`config.mk`:
```
export PLATFORM = sky130hd
export DESIGN_NAME = mdu_iter
export DESIGN_NICKNAME = d
export VERILOG_FILES = /design/src/rtl/mdu_iter.sv
export SDC_FILE = /design/constraint.sdc
export NUM_CORES = 1
export LEC_CHECK = 0
export ABC_CLOCK_PERIOD_IN_PS = 3900
export BUFFER_PORTS_ARGS = -buffer_cell sky130_fd_sc_hd__buf_2
export CAP_MARGIN = 20
export CORE_MARGIN = 2
export CORE_UTILIZATION = 36
export DETAILED_ROUTE_END_ITERATION = 10
export PLACE_DENSITY_LB_ADDON = 0.2
export SLEW_MARGIN = 30
export SYNTH_ARGS = -nofsm -noshare
export SYNTH_HDL_FRONTEND = slang
export SYNTH_SLANG_ARGS = --single-unit
export TNS_END_PERCENT = 30
```
`constraint.sdc`:
```
create_clock -name clock_i -period 3.9 [get_ports clock_i]
set_input_delay 0.585 -clock clock_i [delete_from_list [all_inputs] [get_ports clock_i]]
set_output_delay 0.585 -clock clock_i [all_outputs]
set_load 0.01 [all_outputs]
```
`src/rtl/mdu_iter.sv`:
```
// rtl/mdu_iter.sv - iterative multiply/divide unit owning the HI/LO registers
// Radix-R shift-add multiply, restoring divide, sign fix-up in a final FIX cycle.
module mdu_iter #(
  parameter int WIDTH       = 32,
  parameter int MUL_RADIX_B = 1
) (
  input  logic             clock_i,
  input  logic             reset_i,
  input  logic             start_i,
  input  logic [1:0]       op_i,
  input  logic [WIDTH-1:0] src_a_i,
  input  logic [WIDTH-1:0] src_b_i,
  input  logic             write_hi_i,
  input  logic             write_lo_i,
  input  logic [WIDTH-1:0] wdata_i,
  output logic             busy_o,
  output logic             done_o,
  output logic             div_by_zero_o,
  output logic [WIDTH-1:0] hi_o,
  output logic [WIDTH-1:0] lo_o
);
  localparam int R  = MUL_RADIX_B;
  localparam int CW = $clog2(WIDTH) + 1;
  localparam logic [CW-1:0] MUL_LAST = CW'(WIDTH / MUL_RADIX_B - 1);
  localparam logic [CW-1:0] DIV_LAST = CW'(WIDTH - 1);

  typedef enum logic [1:0] {S_IDLE, S_MUL, S_DIV, S_FIX} state_t;

  state_t             state_q, state_d;
  logic [CW-1:0]      cnt_q;
  logic [WIDTH-1:0]   opnd_q;
  logic [2*WIDTH-1:0] acc_q;
  logic               sign_p_q, sign_r_q, is_div_q, dz_q;
  logic [WIDTH-1:0]   hi_q, lo_q;
  logic               done_q, dbz_q;

  // Operand magnitudes; for signed ops 0 - min_neg wraps to the correct unsigned magnitude.
  logic             sa, sb;
  logic [WIDTH:0]   mag_a, mag_b;
  always_comb begin
    sa    = ~op_i[0] & src_a_i[WIDTH-1];
    sb    = ~op_i[0] & src_b_i[WIDTH-1];
    mag_a = sa ? ({1'b0, {WIDTH{1'b0}}} - {1'b0, src_a_i}) : {1'b0, src_a_i};
    mag_b = sb ? ({1'b0, {WIDTH{1'b0}}} - {1'b0, src_b_i}) : {1'b0, src_b_i};
  end

  // One multiply step: add opnd * low R multiplier bits into the upper half, shift right R.
  logic [WIDTH+R-1:0] mul_pp, mul_sum;
  logic [2*WIDTH-1:0] mul_next;
  always_comb begin
    mul_pp   = {{R{1'b0}}, opnd_q} * {{WIDTH{1'b0}}, acc_q[R-1:0]};
    mul_sum  = {{R{1'b0}}, acc_q[2*WIDTH-1:WIDTH]} + mul_pp;
    mul_next = {mul_sum, acc_q[WIDTH-1:R]};
  end

  // One restoring divide step: acc = {remainder, dividend/quotient}.
  logic [WIDTH:0]     div_trial;
  logic [2*WIDTH-1:0] div_next;
  always_comb begin
    div_trial = {acc_q[2*WIDTH-1:WIDTH], acc_q[WIDTH-1]} - {1'b0, opnd_q};
    div_next  = div_trial[WIDTH] ? {acc_q[2*WIDTH-2:0], 1'b0}
                                 : {div_trial[WIDTH-1:0], acc_q[WIDTH-2:0], 1'b1};
  end

  logic [2*WIDTH-1:0] prod_fix;
  logic [WIDTH-1:0]   quo_fix, rem_fix, fix_hi, fix_lo;
  always_comb begin
    prod_fix = sign_p_q ? (2*WIDTH)'(-acc_q) : acc_q;
    quo_fix  = sign_p_q ? -acc_q[WIDTH-1:0] : acc_q[WIDTH-1:0];
    rem_fix  = sign_r_q ? -acc_q[2*WIDTH-1:WIDTH] : acc_q[2*WIDTH-1:WIDTH];
    if (is_div_q) begin
      fix_hi = rem_fix;
      fix_lo = dz_q ? {WIDTH{1'b1}} : quo_fix;
    end else begin
      fix_hi = prod_fix[2*WIDTH-1:WIDTH];
      fix_lo = prod_fix[WIDTH-1:0];
    end
  end

  always_ff @(posedge clock_i) begin
    if (reset_i) state_q <= S_IDLE;
    else         state_q <= state_d;
  end

  always_comb begin
    state_d = state_q;
    case (state_q)
      S_IDLE:  if (start_i) state_d = op_i[1] ? S_DIV : S_MUL;
      S_MUL:   if (cnt_q == MUL_LAST) state_d = S_FIX;
      S_DIV:   if (cnt_q == DIV_LAST) state_d = S_FIX;
      default: state_d = S_IDLE;
    endcase
  end

  always_comb begin
    busy_o = (state_q != S_IDLE);
  end

  always_ff @(posedge clock_i) begin
    if (reset_i) begin
      cnt_q    <= '0;
      opnd_q   <= '0;
      acc_q    <= '0;
      sign_p_q <= 1'b0;
      sign_r_q <= 1'b0;
      is_div_q <= 1'b0;
      dz_q     <= 1'b0;
      hi_q     <= '0;
      lo_q     <= '0;
      done_q   <= 1'b0;
      dbz_q    <= 1'b0;
    end else begin
      done_q <= 1'b0;
      case (state_q)
        S_IDLE: begin
          if (write_hi_i) hi_q <= wdata_i;
          if (write_lo_i) lo_q <= wdata_i;
          if (start_i) begin
            cnt_q    <= '0;
            sign_p_q <= sa ^ sb;
            sign_r_q <= sa;
            is_div_q <= op_i[1];
            dz_q     <= op_i[1] & (src_b_i == '0);
            opnd_q   <= op_i[1] ? mag_b[WIDTH-1:0] : mag_a[WIDTH-1:0];
            acc_q    <= {{WIDTH{1'b0}}, op_i[1] ? mag_a[WIDTH-1:0] : mag_b[WIDTH-1:0]};
          end
        end
        S_MUL: begin
          acc_q <= mul_next;
          cnt_q <= cnt_q + 1'b1;
        end
        S_DIV: begin
          acc_q <= div_next;
          cnt_q <= cnt_q + 1'b1;
        end
        default: begin
          hi_q   <= fix_hi;
          lo_q   <= fix_lo;
          done_q <= 1'b1;
          dbz_q  <= dz_q;
        end
      endcase
    end
  end

  assign done_o        = done_q;
  assign div_by_zero_o = dbz_q;
  assign hi_o          = hi_q;
  assign lo_o          = lo_q;
endmodule

```
======== Word-level counts from Yosys, hierarchy flattened ========
Cells that the tools add are included.
cells by class
  muxes and demuxes ....................... 24
  multipliers ............................. 1
  reductions and logical operators ........ 13
  add/subtract/negate cells ............... 8
  bitwise logic cells ..................... 6
  equality and inequality tests ........... 7
operator list
  kind                                                                 count
  32-bit 2-to-1 mux                                                    11
  64-bit 2-to-1 mux                                                    3
  64-bit one-hot mux with 3 select lines                               1
  32-bit one-hot mux with 2 select lines                               2
  32-bit negation                                                      2
  64-bit negation                                                      1
  1-bit by 32-bit subtractor with 32-bit output, first input constant  2
  32-bit by 33-bit adder with 33-bit output                            1
  32-bit by 1-bit multiplier with 33-bit output                        1
  33-bit by 32-bit subtractor with 33-bit output                       1
  32-bit logical NOT                                                   1
  6-bit one-hot mux with 2 select lines                                1
  2-bit AND reduction                                                  6
  6-bit by 1-bit adder with 6-bit output, second input constant        1
  6-bit by 5-bit == test with 1-bit output, second input constant      1
  2-bit 2-to-1 mux                                                     3
  6-bit 2-to-1 mux                                                     1
  2-bit != test, second input constant                                 3
  2-bit one-hot mux with 2 select lines                                1
  2-bit nonzero test                                                   2
  1-bit AND                                                            3
  3-bit nonzero test                                                   1
  3-bit OR reduction                                                   1
  2-bit by 1-bit == test with 1-bit output, second input constant      1
  other kinds (7)                                                      8
word-level totals
  bits of input ports ..................... 103
  output and inout bits ................... 67
  register bits ........................... 174

======== Depth between registers and ports, before layout ========
  word-level depth ........................ 6
  gate-level depth with buffers ........... 16
  gate-level depth less buffers ........... 14

======== Worst setup path after synthesis ========
OpenSTA, ideal clock, no wires.
  path type ............................... register to register
  start point ............................. register acc_q[0]
  end point ............................... register acc_q[61]
  data arrival time ....................... 3.230 ns
  setup slack ............................. 0.552 ns
  stages on the path, launching flop included .. 16
  clock period less this slack ............ 3.348 ns
  path through ............................ dfxtp_1 > clkbuf_1 > clkinv_1 > clkbuf_1 > nor2_1 > ha_1 > o211a_1 > o31a_1 > o41a_1 > a31oi_1 > nand3_1 > a211o_1 > a31oi_1 > xor2_1 > o221a_2 > o21ai_1
on the way
  cells in the longest elaborated chain, start to end .. 3
ends and longest elaborated chain
  what                                           RTL line  source
  from (decl)                                    32        logic [2*WIDTH-1:0] acc_q;
  from (signal assigned)                         125       acc_q <= {{WIDTH{1'b0}}, op_i[1] ? mag_a[WIDTH-1:0] : mag_b[WIDTH-1:0]};
  from (signal assigned)                         129       acc_q <= mul_next;
  from (signal assigned)                         133       acc_q <= div_next;
  32-bit by 1-bit multiplier with 33-bit output  51        mul_pp = {{R{1'b0}}, opnd_q} * {{WIDTH{1'b0}}, acc_q[R-1:0]};
  32-bit by 33-bit adder with 33-bit output      52        mul_sum = {{R{1'b0}}, acc_q[2*WIDTH-1:WIDTH]} + mul_pp;
  64-bit one-hot mux with 3 select lines         114       case (state_q)
Every way passes these cells.
A chain may end at the register's enable or synchronous reset.

======== Worst setup path in the final report ========
  start point ............................. register acc_q[32]
  end point ............................... register acc_q[56]
on the way
  cells in the longest elaborated chain, start to end .. 3
  elaborated cells between the ends (all ways) .. 4
ends and longest elaborated chain
  what                                            RTL line  source
  33-bit by 32-bit subtractor with 33-bit output  60        div_trial = {acc_q[2*WIDTH-1:WIDTH], acc_q[WIDTH-1]} - {1'b0, opnd_q};
  64-bit 2-to-1 mux                               61        div_next = div_trial[WIDTH] ? {acc_q[2*WIDTH-2:0], 1'b0}
  64-bit one-hot mux with 3 select lines (*)      114
Every way passes the cells marked *; elsewhere a longest branch is shown, timed or not.

==> results.json <==
{
  "whs_endpoint": "is_div_q",
  "multi_input_area_sq_um": 10430,
  "antenna_left": 0,
  "dp_hpwl_um": 44050,
  "timing_worst_setup_path_type": "flop to flop",
  "clk_latency_ns": 0.46,
  "setup_tns_ns": 0,
  "final_hold_viol_count": 0,
  "drc": 0,
  "area_growth_pct": 14.15,
  "die_h_um": 206.1,
  "synth_nets": 2237,
  "dieArea_sq_um": 42470,
  "crit_required_ns": 4.22,
  "hold_slack_ns": 0.4326,
  "antenna_found_initial": 0,
  "cts-root-buf": "clkbuf_16",
  "startpoint_type": "flop",
  "cts_setup_buffers": 0,
  "r2r-end": "acc_q[56]",
  "fin_nets": 2342,
  "wl_per_cell_um": 20.31,
  "num_vias": 15620,
  "fin_crit_ns": 3.533,
  "ir_worst_vdd_mv": 0.3482,
  "finalWirelength_um": 55040,
  "die_x_um": 206.1,
  "synth-edff-count": 0,
  "num_rows": 74,
  "cts_resized": 0,
  "cts_hold_buf": 0,
  "status": "finished clean",
  "ys_ff_latch": 174,
  "r2r_slack_ns": 0.37,
  "io_buffers": 169,
  "fin_crit_sh": 0.9059,
  "crit_fanout": 29,
  "ys_seq_area_frac": 0.2370,
  "hp-start": "start_i",
  "fmax_mhz": 283.0,
  "viasPerCell": 5.765,
  "ys.flop_type": "dfxtp_1",
  "rsz0062_at_grt": "no",
  "power_density_nw_per_um2": 618.3,
  "maxSlewHeadroom": 0.3712,
  "drt_iter0_markers": 1375,
  "fin_skew_ns": 0.01251,
  "maxSlewViolCount": 0,
  "worst_slack_ns": 0.3670,
  "globalplace.congestion": 0.9407,
  "core_sq_um": 40550,
  "ys_types": 80,
  "gr-total-overflow": 0,
  "pin_count": 170,
  "nFillCells": 4299,
  "grt_max_degree": 91,
  "cts_tree": "yes",
  "cts.reportedPaths.clkPinSlew_ns": 0.08,
  "arrival_ns": 3.86,
  "track_usage": 0.2556,
  "cts_max_path_buffers": 2,
  "rr_worst_depth": 13,
  "min_path_cells": 3,
  "cts-buffers-inserted": 17,
  "layout-drive-gt1-share": 0.1378,
  "netlist_area_sq_um": 14700,
  "grt_pass1_vias": 14390,
  "maxCapViolCount": 0,
  "syn_area_per_cell_sq_um": 7.140,
  "post-place-ws_ns": 0.3690,
  "cellLeakagePower_nw": 7.095,
  "synthCells": 2059,
  "yosys_warnings": 0,
  "htree_levels": 4,
  "dr.pass1.iters": 5,
  "hold_class": "input port to flop",
  "setup.worst_path.end_class": "flop",
  "max_slew.worst_pin.slew_ns": 0.9432,
  "async_flop_share": 0,
  "initial_core_util": 0.3625,
  "grt_pass1_wl_um": 84270,
  "ff_latch_area_sq_um": 3483,
  "finalSetupViolations": 0,
  "cts.sinks": 174,
  "r2r-start": "acc_q[32]"
}
[worst max-delay path: stages (launching register included)]
cell and delay, ns:
dfxtp_1 0.54, inv_1 0.17, fa_1 0.45, nor2b_1 0.20, o2111ai_1 0.16, a21oi_1 0.27
o21ai_1 0.19, a21oi_2 0.26, o31ai_2 0.14, mux2i_1 0.27, nand2_2 0.12, buf_12 0.20
a222oi_1 0.29, o21ai_0 0.13
[kinds of logic after synthesis]
family	Yosys count	share of synthesized area
xor+xnor	172	0.1025
fa+ha+maj	75	0.06486
flops	174	0.2370
compound gates	659	0.2890
buf+inv	219	0.05669
mux	35	0.02392
simple gates	725	0.2261
[how the worst max path moves through the flow]
stage,slack (ns),endpoint,depth (start not counted),start
2_1_floorplan,0.55,acc_q[61],15,acc_q[0]
3_3_place_gp,0.50,acc_q[33],13,acc_q[32]
3_5_place_dp,0.37,acc_q[56],12,acc_q[38]
4_1_cts,0.27,acc_q[56],12,acc_q[38]
5_1_grt,0.04,acc_q[56],12,opnd_q[12]
6_report,0.37,acc_q[56],13,acc_q[32]
[cell type report]
class                           count  share of cell area
Antenna cell                        1           0.0001491
Clock buffer                       18             0.02617
Sequential cell                   174              0.2076
Clock inverter                     14            0.008575
Timing Repair Buffer              234             0.08061
Tap cell                          532             0.03967
Inverter                           71             0.01588
Multi-Input combinational cell   1666              0.6214
[power breakdown]
group / switching [mW] / internal (mW) / total (mW)
sequential: 0.429 / 2.29 / 2.72
combinational: 3.86 / 2.02 / 5.88
clock: 0.854 / 0.922 / 1.78
[cell usage after synthesis (17+ instances only)]
cell type  number  area (sq um)
or3_1          18         112.6
xor2_1         94         823.3
o21ai_1        30         150.1
and3_1         18         112.6
a211oi_1       92         690.7
a22oi_1        42         315.3
ha_1           73         913.4
a21o_1         32         240.2
dfxtp_1       174          3483
and2_1         17         106.4
nor4_1         20         125.1
nand2b_1       28         175.2
nand3_1        28         140.1
o211ai_1       26         195.2
nor2b_1        18         112.6
inv_1          67         251.5
a21oi_1       222          1111
o21ai_0        74         370.4
nor2_1        325          1220
nor3_1         51         255.2
xnor2_1        78         683.2
nand2_1       149         559.3
clkbuf_1      135         506.7
mux2i_1        34         340.3
[registers in the layout (all words and copies together) (netlist names)]
signal and flops:
acc_q 64, hi_o 32, opnd_q 32, state_q 2, done_o 1, sign_p_q 1
lo_o 32, cnt_q 6, is_div_q 1, div_by_zero_o 1, dz_q 1, sign_r_q 1
[metrics by stage]
| stage | power, mW | utilization | std cells | instance area, sq um |
|---|---|---|---|---|
| 2_1_floorplan | 6.582 | - | 2059 | 14700 |
| 3_3_place_gp | 8.515 | 0.3989 | 2677 | 16180 |
| 3_5_place_dp | 8.565 | 0.3990 | 2677 | 16180 |
| 4_1_cts | 10.35 | 0.4134 | 2709 | 16760 |
| 5_1_grt | 11.06 | 0.4137 | 2709 | 16780 |
| 6_report | 10.37 | 0.4138 | 2710 | 16780 |
[cells in the final DEF (no fill, tap or decap), drive strengths merged, types with 5 or more instances in the layout]
| cell | count |
|---|---|
| nor2 | 326 |
| buf | 234 |
| a21oi | 223 |
| dfxtp | 174 |
| nand2 | 149 |
| o21ai | 104 |
| xor2 | 94 |
| a211oi | 92 |
| xnor2 | 78 |
| inv | 77 |
| ha | 73 |
| nor3 | 52 |
| a22oi | 42 |
| mux2i | 34 |
| a21o | 32 |
| nand3 | 28 |
| nand2b | 28 |
| o211ai | 27 |
| nor4 | 21 |
| or3 | 19 |
| and3 | 18 |
| nor2b | 18 |
| clkbuf | 18 |
| o31ai | 18 |
| and2 | 17 |
| o21a | 15 |
| nand4 | 14 |
| a31oi | 13 |
| o41ai | 12 |
| a221oi | 11 |
| a22o | 10 |
| or4 | 9 |
| a211o | 8 |
| a311oi | 7 |
| or2 | 7 |
| nor3b | 6 |
| nand3b | 5 |
| o31a | 5 |
| o311ai | 5 |
| clkinv | 5 |
[layer usage]
metal / vias to the layer above / part of all wire / track usage / wire, um
met5: - / 0 / 0 / 0
met4: 0 / 0.020 / 0.06658 / 1085
met3: 52 / 0.069 / 0.03075 / 3820
met2: 592 / 0.43 / 0.3909 / 23480
met1: 7401 / 0.48 / 0.3766 / 26650
li1: 7578 / - / - / -
Note: power is estimated with default switching activity, not from simulation.
